[config.mk]
export PLATFORM = sky130hd
export DESIGN_NAME = clk_monitor
export DESIGN_NICKNAME = d
export VERILOG_FILES = /design/src/rtl/clk_pkg.sv /design/src/rtl/sync_edge.sv /design/src/rtl/clk_monitor.sv
export SDC_FILE = /design/constraint.sdc
export NUM_CORES = 1
export LEC_CHECK = 0
export CAP_MARGIN = 0
export CORE_AREA = 5 5 92 94
export CTS_CLUSTER_DIAMETER = 40
export DETAILED_ROUTE_END_ITERATION = 7
export DIE_AREA = 0 0 97 99
export PLACE_DENSITY = 0.72
export RECOVER_POWER = 25
export SLEW_MARGIN = 20
export SYNTH_ARGS = -nofsm -noshare
export SYNTH_HDL_FRONTEND = slang
export SYNTH_SLANG_ARGS = --single-unit
[constraint.sdc]
create_clock -name clk -period 3.91 [get_ports clk]
set_input_delay 0.782 -clock clk [delete_from_list [all_inputs] [get_ports clk]]
set_output_delay 0.782 -clock clk [all_outputs]
set_load 0.03 [all_outputs]
[src/rtl/clk_pkg.sv]
// Shared definitions for the clock monitor: FSM state encoding and widths.
// Imported by sync_edge and clk_monitor.
package clk_pkg;

  typedef enum logic [2:0] {
    IDLE,
    SEEK,
    TRACK,
    LOCKED,
    LOST
  } state_t;

  localparam int ERR_W           = 8;
  localparam int DEF_SYNC_STAGES = 2;

endpackage

[src/rtl/sync_edge.sv]
// Synchronizes an asynchronous level into the clk domain and detects its edges.
// Reusable for any slow asynchronous input; rise/fall are registered and gated by en.
module sync_edge
  import clk_pkg::*;
#(
  parameter int STAGES = DEF_SYNC_STAGES
) (
  input  logic clk,
  input  logic rst,
  input  logic din,
  input  logic en,
  output logic toggle,
  output logic rise,
  output logic fall
);

  logic [STAGES-1:0] sync;
  logic              s;
  logic              prev;

  assign s      = sync[STAGES-1];
  assign toggle = s ^ prev;

  // Pulses are registered so they line up with the FSM's reaction to the same edge.
  always_ff @(posedge clk) begin
    if (rst) begin
      sync <= '0;
      prev <= 1'b0;
      rise <= 1'b0;
      fall <= 1'b0;
    end else begin
      sync <= {sync[STAGES-2:0], din};
      prev <= s;
      rise <= s & ~prev & en;
      fall <= ~s & prev & en;
    end
  end

endmodule

[src/rtl/clk_monitor.sv]
// Monitors a slow toggling clock sampled as data: measures its half-period,
// reports lock to an expected rate, loss of clock and out-of-tolerance edges.
module clk_monitor
  import clk_pkg::*;
#(
  parameter int SYNC_STAGES = DEF_SYNC_STAGES,
  parameter int CNT_W       = 16,
  parameter int EXP_HALF    = 1,
  parameter int TOL         = 0,
  parameter int LOCK_EDGES  = 4,
  parameter int TIMEOUT     = 64
) (
  input  logic             clk,
  input  logic             rst,
  input  logic             clk_in,
  input  logic             en,
  output logic             rise,
  output logic             fall,
  output logic [CNT_W-1:0] half_period,
  output logic             locked,
  output logic             lost,
  output logic [ERR_W-1:0] err_cnt
);

  localparam int                GOOD_W       = $clog2(LOCK_EDGES + 1);
  localparam logic [CNT_W-1:0]  CNT_MAX      = '1;
  localparam logic [CNT_W-1:0]  TIMEOUT_LAST = CNT_W'(TIMEOUT - 1);
  localparam logic [CNT_W:0]    EXP_EXT      = (CNT_W + 1)'(EXP_HALF);
  localparam logic [CNT_W:0]    TOL_EXT      = (CNT_W + 1)'(TOL);
  localparam logic [GOOD_W-1:0] GOOD_TARGET  = GOOD_W'(LOCK_EDGES);

  state_t            state;
  state_t            state_nxt;
  logic              toggle;
  logic [CNT_W-1:0]  cnt;
  logic [CNT_W-1:0]  cnt_nxt;
  logic [CNT_W-1:0]  meas;
  logic [CNT_W-1:0]  hp_nxt;
  logic [CNT_W:0]    meas_ext;
  logic [CNT_W:0]    diff;
  logic [GOOD_W-1:0] good_cnt;
  logic [GOOD_W-1:0] good_nxt;
  logic [GOOD_W-1:0] good_inc;
  logic [ERR_W-1:0]  err_nxt;
  logic              locked_nxt;
  logic              lost_nxt;
  logic              in_tol;
  logic              timeout_hit;

  sync_edge #(
    .STAGES(SYNC_STAGES)
  ) u_sync (
    .clk   (clk),
    .rst   (rst),
    .din   (clk_in),
    .en    (en),
    .toggle(toggle),
    .rise  (rise),
    .fall  (fall)
  );

  // meas doubles as the saturating increment of cnt on cycles without an edge.
  assign meas        = (cnt == CNT_MAX) ? CNT_MAX : cnt + 1'b1;
  assign meas_ext    = {1'b0, meas};
  assign diff        = (meas_ext >= EXP_EXT) ? meas_ext - EXP_EXT : EXP_EXT - meas_ext;
  assign in_tol      = (diff <= TOL_EXT);
  assign timeout_hit = !toggle && (cnt == TIMEOUT_LAST);
  assign good_inc    = good_cnt + 1'b1;

  always_ff @(posedge clk) begin
    if (rst) state <= IDLE;
    else     state <= state_nxt;
  end

  always_comb begin
    state_nxt = state;
    if (!en) begin
      state_nxt = IDLE;
    end else begin
      case (state)
        IDLE:   state_nxt = SEEK;
        SEEK: begin
          if (toggle)           state_nxt = TRACK;
          else if (timeout_hit) state_nxt = LOST;
        end
        TRACK: begin
          if (toggle) begin
            if (in_tol && good_inc == GOOD_TARGET) state_nxt = LOCKED;
          end else if (timeout_hit) begin
            state_nxt = LOST;
          end
        end
        LOCKED: begin
          if (toggle && !in_tol) state_nxt = TRACK;
          else if (timeout_hit)  state_nxt = LOST;
        end
        LOST: begin
          if (toggle) state_nxt = TRACK;
        end
        default: state_nxt = IDLE;
      endcase
    end
  end

  // Edges seen in SEEK or LOST only restart the measurement; they are never judged.
  always_comb begin
    cnt_nxt    = '0;
    good_nxt   = '0;
    err_nxt    = '0;
    hp_nxt     = half_period;
    locked_nxt = (state_nxt == LOCKED);
    lost_nxt   = (state_nxt == LOST);
    if (en && state != IDLE) begin
      err_nxt  = err_cnt;
      good_nxt = good_cnt;
      if (toggle) begin
        hp_nxt = meas;
        if (state == TRACK || state == LOCKED) begin
          if (in_tol) begin
            if (state == TRACK) good_nxt = good_inc;
          end else begin
            good_nxt = '0;
            if (err_cnt != '1) err_nxt = err_cnt + 1'b1;
          end
        end else begin
          good_nxt = '0;
        end
      end else begin
        cnt_nxt = meas;
      end
    end
  end

  always_ff @(posedge clk) begin
    if (rst) begin
      cnt         <= '0;
      good_cnt    <= '0;
      half_period <= '0;
      locked      <= 1'b0;
      lost        <= 1'b0;
      err_cnt     <= '0;
    end else begin
      cnt         <= cnt_nxt;
      good_cnt    <= good_nxt;
      half_period <= hp_nxt;
      locked      <= locked_nxt;
      lost        <= lost_nxt;
      err_cnt     <= err_nxt;
    end
  end

endmodule

Word level (Yosys, flattened, before mapping)
Index checks and enable logic that the tools add are counted.
- bits in registers: 53
- memories kept: 0
- output and inout bits: 28
- bits in read-only memories: 0
- input port bits: 4
- bits in writable memories: 0
- latch bits: 0
- muxes and demuxes: 13
- reduce and logical (&&, ||, !) cells: 14
- $mul: 0
- bitwise logic cells: 9
- shifts and indexed selects: 0
- divide/modulo/power cells: 0
- magnitude comparators: 2
- eq/ne operators: 11
- $add $sub $neg: 5
- operators by type and width (kind ; count):
    $mux W3 ; 10
    $le A17 B1 Y1 const B ; 1
    $mux W17 ; 1
    $sub A1 B16 Y17 const A ; 1
    $sub A16 B1 Y17 const B ; 1
    $add A16 B1 Y16 const B ; 1
    $eq A16 B16 Y1 const B ; 1
    $eq A16 B6 Y1 const B ; 1
    $ge A16 B1 Y1 const B ; 1
    $mux W16 ; 1
    $pmux W3 S5 ; 1
    $eq A3 B2 Y1 const B ; 3
    $eq A3 B3 Y1 const B ; 3
    $add A8 B1 Y8 const B ; 1
    $ne A8 B8 Y1 const B ; 1
    $and A1 B1 Y1 ; 4
    $logic_and A1 B1 Y1 ; 4
    $not A1 Y1 ; 4
    $reduce_and A2 Y1 ; 2
    $reduce_and A4 Y1 ; 1
    $add A3 B1 Y3 const B ; 1
    $eq A3 B1 Y1 const B ; 1
    $logic_not A3 Y1 ; 1
    $ne A3 B3 Y1 const B ; 1
    other kinds (6) ; 7

Logic depth before layout (Yosys ltp)
- depth after elaboration: 11
- gate-level depth with buffers: 17

By module
Synthesis repeated with hierarchy kept, for this count alone.
- cell total of the unflattened synthesis: 351
- area total of the unflattened synthesis: 2967.8 um2
- by module, submodules not included (module ; seq. area each (um2) ; area an instance (um2) ; instances ; cells each):
    clk_monitor ; 960.9 ; 2785.2 ; 1 ; 336
    sync_edge ; 100.1 ; 182.7 ; 1 ; 15

Worst setup path after synthesis
No wires, ideal clock.
- kind: reg-to-reg
- from: register cnt[1]
- to: register good_cnt[1]
- buffers on the path: 3
- slack: -413 ps
- cell stages (with the launch flop): 18
- arrival time: 4248 ps
- setup time: 75 ps
- clock period less this slack: 4323 ps
- required time: 3835 ps
- path through: dfxtp_1 > ha_1 > buf_2 > nand4_4 > nor4_2 > nor2_1 > ha_1 > inv_1 > a21oi_1 > or2_2 > or4_4 > mux2i_1 > or3_1 > a2111oi_2 > buf_4 > buf_6 > nand4_4 > o22ai_1
- word-level cells in the longest chain between the ends: 7
- elaborated cells between the ends (all ways): 12
- RTL lines (item ; RTL line ; source):
    from (decl) ; clk_monitor.sv:35 ; logic [CNT_W-1:0] cnt;
    from (signal assigned) ; clk_monitor.sv:143 ; cnt <= cnt_nxt;
    $add A16 B1 Y16 / $eq A16 B16 Y1 (equally long branches) ; clk_monitor.sv:63 ; assign meas = (cnt == CNT_MAX) ? CNT_MAX : cnt + 1'b1;
    $mux W16 * ; clk_monitor.sv:63 ;
    $sub A1 B16 Y17 (tied with other cells) ; clk_monitor.sv:65 ; assign diff = (meas_ext >= EXP_EXT) ? meas_ext - EXP_EXT : EXP_EXT - meas_ext;
    $mux W17 * ; clk_monitor.sv:65 ;
    $le A17 B1 Y1 * ; clk_monitor.sv:66 ; assign in_tol = (diff <= TOL_EXT);
    $ne A3 B3 Y1 (no source line) / $mux W3 (equally long branches) ; - ;
    $reduce_and A2 Y1 (no source line) / $mux W3 (equally long branches) ; - ;
    to (signal assigned) ; clk_monitor.sv:144 ; good_cnt <= good_nxt;
    to (decl) ; clk_monitor.sv:41 ; logic [GOOD_W-1:0] good_cnt;
Every way passes the cells marked *; elsewhere a longest branch is shown, timed or not.
A chain may end at the register's enable or synchronous reset.

Worst setup path in the final report
- from: register cnt[4]
- to: register locked
- word-level cells in the longest chain between the ends: 11
- elaborated cells between the ends (all ways): 21
- RTL lines (item ; RTL line ; source):
    $add A16 B1 Y16 / $eq A16 B16 Y1 (equally long branches) ; clk_monitor.sv:63 ;
    $mux W16 ; clk_monitor.sv:63 ;
    $sub A1 B16 Y17 (tied with other cells) ; clk_monitor.sv:65 ;
    $mux W17 ; clk_monitor.sv:65 ;
    $le A17 B1 Y1 ; clk_monitor.sv:66 ;
    $logic_and A1 B1 Y1 / $logic_not A1 Y1 (equally long branches) ; clk_monitor.sv:88, clk_monitor.sv:94 ;
    $mux W3 / $logic_and A1 B1 Y1 (equally long branches) ; clk_monitor.sv:88, clk_monitor.sv:94 ;
    $mux W3, on equally long branches ; clk_monitor.sv:87, clk_monitor.sv:94 ;
    $pmux W3 S5 * ; clk_monitor.sv:80 ; case (state)
    $mux W3 * ; clk_monitor.sv:77 ; if (!en) begin
    $eq A3 B2 Y1 * ; clk_monitor.sv:111 ; locked_nxt = (state_nxt == LOCKED);
    to (signal assigned) ; clk_monitor.sv:146 ; locked <= locked_nxt;
    to (decl) ; clk_monitor.sv:20 ; output logic locked,
Marks and branches as above.

==> metrics.txt <==
status=finished with violations; failing checks=negative setup slack; CP Data Required Time=4.14 ns; post-synth cell types=58; mapped cell area=2940 um^2; Hold WS=0.4607 ns; Seq pwr share=51.3%; nets@finish=427; FF+latch count, synth=53; layout cells sized above 1=22.36%; dpl ws=0.03219 ns; startpoint types=flip-flop; wire length per cell=15.68 um; Max-slew headroom=30.24%; critical path launch point=cnt[4]; RSZ-0062 raised after global routing=yes; Setup WS post-layout=-0.02916 ns; cells on worst reg2reg path=11; area of the multi-input gates=1871 um^2; first-pass GRT wire length=12,700 um; Synth Net Count=363; final RePlAce weighted congestion=1.016; actual slew at the worst max-slew pin=1.046 ns; CP endpoint kind=flip-flop; reg2reg setup slack=-0.03 ns; register area=1070 um^2; Worst Path Arrival=4.17 ns; antenna viol nets, final=0; CP Max Fanout=6; Clock Pin Slew Worst Setup and Hold Paths=0.10 ns; Die Area=9603 um^2; hold crit path type=flip-flop to flip-flop; clock tree buffer depth=2; sw frac=24.78%; DR iter-0 viols=147; Core Box Area=7567 um^2; global route overflow=0; Setup crit end=locked; Die Span X=97 um; Worst Skew=0.007662 ns; Root Buffer Master=clkbuf_8; Pint=805.0 uW; CTS buffer count=5; CTS tree=yes; Gate Count Post-Synth=351; sequential fraction of the synthesis area=36.09%; via count=2,925; vias in the first global route=2,698; maximum clock frequency=0.2539 GHz; filler instances=682; net load switching power=265.2 uW; max-slew violation count=0; Gate power share=12.1%; most frequent cells in the layout=dfxtp_1, nor2_1, buf_4, clkdlybuf4s50_1, nand2_1; Synth Area per Inst=8.377 um^2; r2r endpoint=locked; Reg-to-Reg Start=cnt[4]; number of synthesized flops with an enable pin=0; YS warnings=0; fraction of registers with async set/reset=0%; Final Hold Fails=0; Tot Pwr=1070 uW; Max Cap Viol=0; clk sinks=53; CTS H-Tree Depth=2; most common cell after layout, fill and taps aside=dfxtp_1; Clk pwr share=36.7%; IO buf count=31; final worst path period share=100.7%; Ports=32; antenna cells=0; ys flop type=dfxtp_1; Setup Crit Path Kind=flip-flop to flip-flop; Initial Util=38.86%; P&R area growth vs syn=33.92%; vias per std cell=5.647; pin count of the biggest net entering global routing=27; total track usage=15.66%; antenna violations before repair=0; LEAKAGE=0.001470 uW; die height=99 um; DRC errors left=0; dpl hpwl=5751 um; peak supply drop=170.4 uV; pwr dens=271.8 nW/um^2; drt pass-1 iters=5; final setup fails=1; row cnt=32; routed wire length=8121 um; Tmin final=3.939 ns; Worst-Skew Late Latency=0.32 ns
## Yosys cell counts, drive strengths merged (9+ instances only)
| cell | n | area [um^2] |
|---|---|---|
| dfxtp | 53 | 1061 |
| nor2 | 45 | 168.9 |
| nand2 | 20 | 75.07 |
| inv | 16 | 60.06 |
| nand4 | 16 | 136.4 |
| a21oi | 13 | 65.06 |
| nand3 | 13 | 65.06 |
| nor3 | 12 | 60.06 |
| a211oi | 10 | 75.07 |
| clkbuf | 10 | 37.54 |
| nor4 | 10 | 75.07 |
| buf | 9 | 57.55 |
| mux2i | 9 | 90.09 |
| or3 | 9 | 56.30 |
## critical path: stages, from the launching register on
cell	delay [ns]
dfxtp_1	0.37
buf_6	0.15
nand2_2	0.10
o41a_1	0.47
or4_4	0.53
or4_4	0.59
mux2i_4	0.21
or3_4	0.40
a2111oi_4	0.44
clkbuf_16	0.23
a311oi_4	0.10
nor4b_2	0.25
## power by group through the flow
stage	registers, uW	clock network (uW)	logic [uW]
after floorplan	566	0	59.1
after global placement	560	0	94.6
after detailed placement	560	0	95.8
after CTS	548	398	96.4
after global routing	550	424	138
final	549	392	129
## per-stage QoR
step / util (%) / cell area (um^2) / instances / TNS [ns]
3_5_place_dp: 47.69 / 3608 / 502 / 0
6_report: 52.03 / 3938 / 518 / -0.02916
2_1_floorplan: - / 2958 / 351 / 0
5_1_grt: 52.03 / 3938 / 518 / -1.403
3_3_place_gp: 47.69 / 3608 / 502 / 0
4_1_cts: 49.26 / 3727 / 510 / 0
## area by class of cell
type                            count  share of cell area (%)
Multi-Input combinational cell    263                   47.51
Sequential cell                    53                   27.17
Timing Repair Buffer               76                   17.54
Tap cell                          102                   3.241
Clock buffer                        5                   1.748
Inverter                           16                   1.525
Clock inverter                      3                   1.271
## cells by family (layout without fill, tap and decap cells)
| logic type | count (synthesis) | count (layout) | synth area share [%] |
|---|---|---|---|
| fa+ha+maj | 8 | 8 | 3.404 |
| compound gates | 69 | 69 | 16.81 |
| flops | 53 | 53 | 36.09 |
| simple gates | 166 | 166 | 31.83 |
| xor+xnor | 8 | 8 | 2.383 |
| mux | 12 | 12 | 4.213 |
| buf+inv | 35 | 100 | 5.277 |
## how the worst min path moves through the flow
stage,startpoint,endpoint,slack [ns],cells past startpoint
2_1_floorplan,u_sync.sync[0],u_sync.sync[1],0.41,1
3_3_place_gp,u_sync.sync[0],u_sync.sync[1],0.42,1
3_5_place_dp,u_sync.sync[0],u_sync.sync[1],0.44,1
4_1_cts,u_sync.sync[0],u_sync.sync[1],0.46,1
5_1_grt,u_sync.sync[0],u_sync.sync[1],0.48,1
6_report,u_sync.sync[0],u_sync.sync[1],0.46,1
## timing repair
| item | CTS | global route |
|---|---|---|
| hold buffers | 0 | 0 |
| setup endpoints to repair | 0 | 13 |
| gates resized for setup | 0 | 35 |
| buffers inserted | 0 | 6 |
## sequential cells by signal, summed over array words and instances, names as in the netlist
| register | cells |
|---|---|
| half_period | 16 |
| good_cnt | 3 |
| state | 3 |
| u_sync.prev | 1 |
| cnt | 16 |
| u_sync.rise | 1 |
| u_sync.fall | 1 |
| locked | 1 |
| err_cnt | 8 |
| lost | 1 |
| u_sync.sync | 2 |
## layer usage
| layer | GRT usage, % | part of all wire, % |
|---|---|---|
| met2 | 27.28 | 49 |
| met1 | 19.68 | 43 |
| met5 | 0 | 0 |
| met3 | 3.043 | 5.4 |
| met4 | 4.428 | 2.0 |
(Power assumes the default switching activity.)
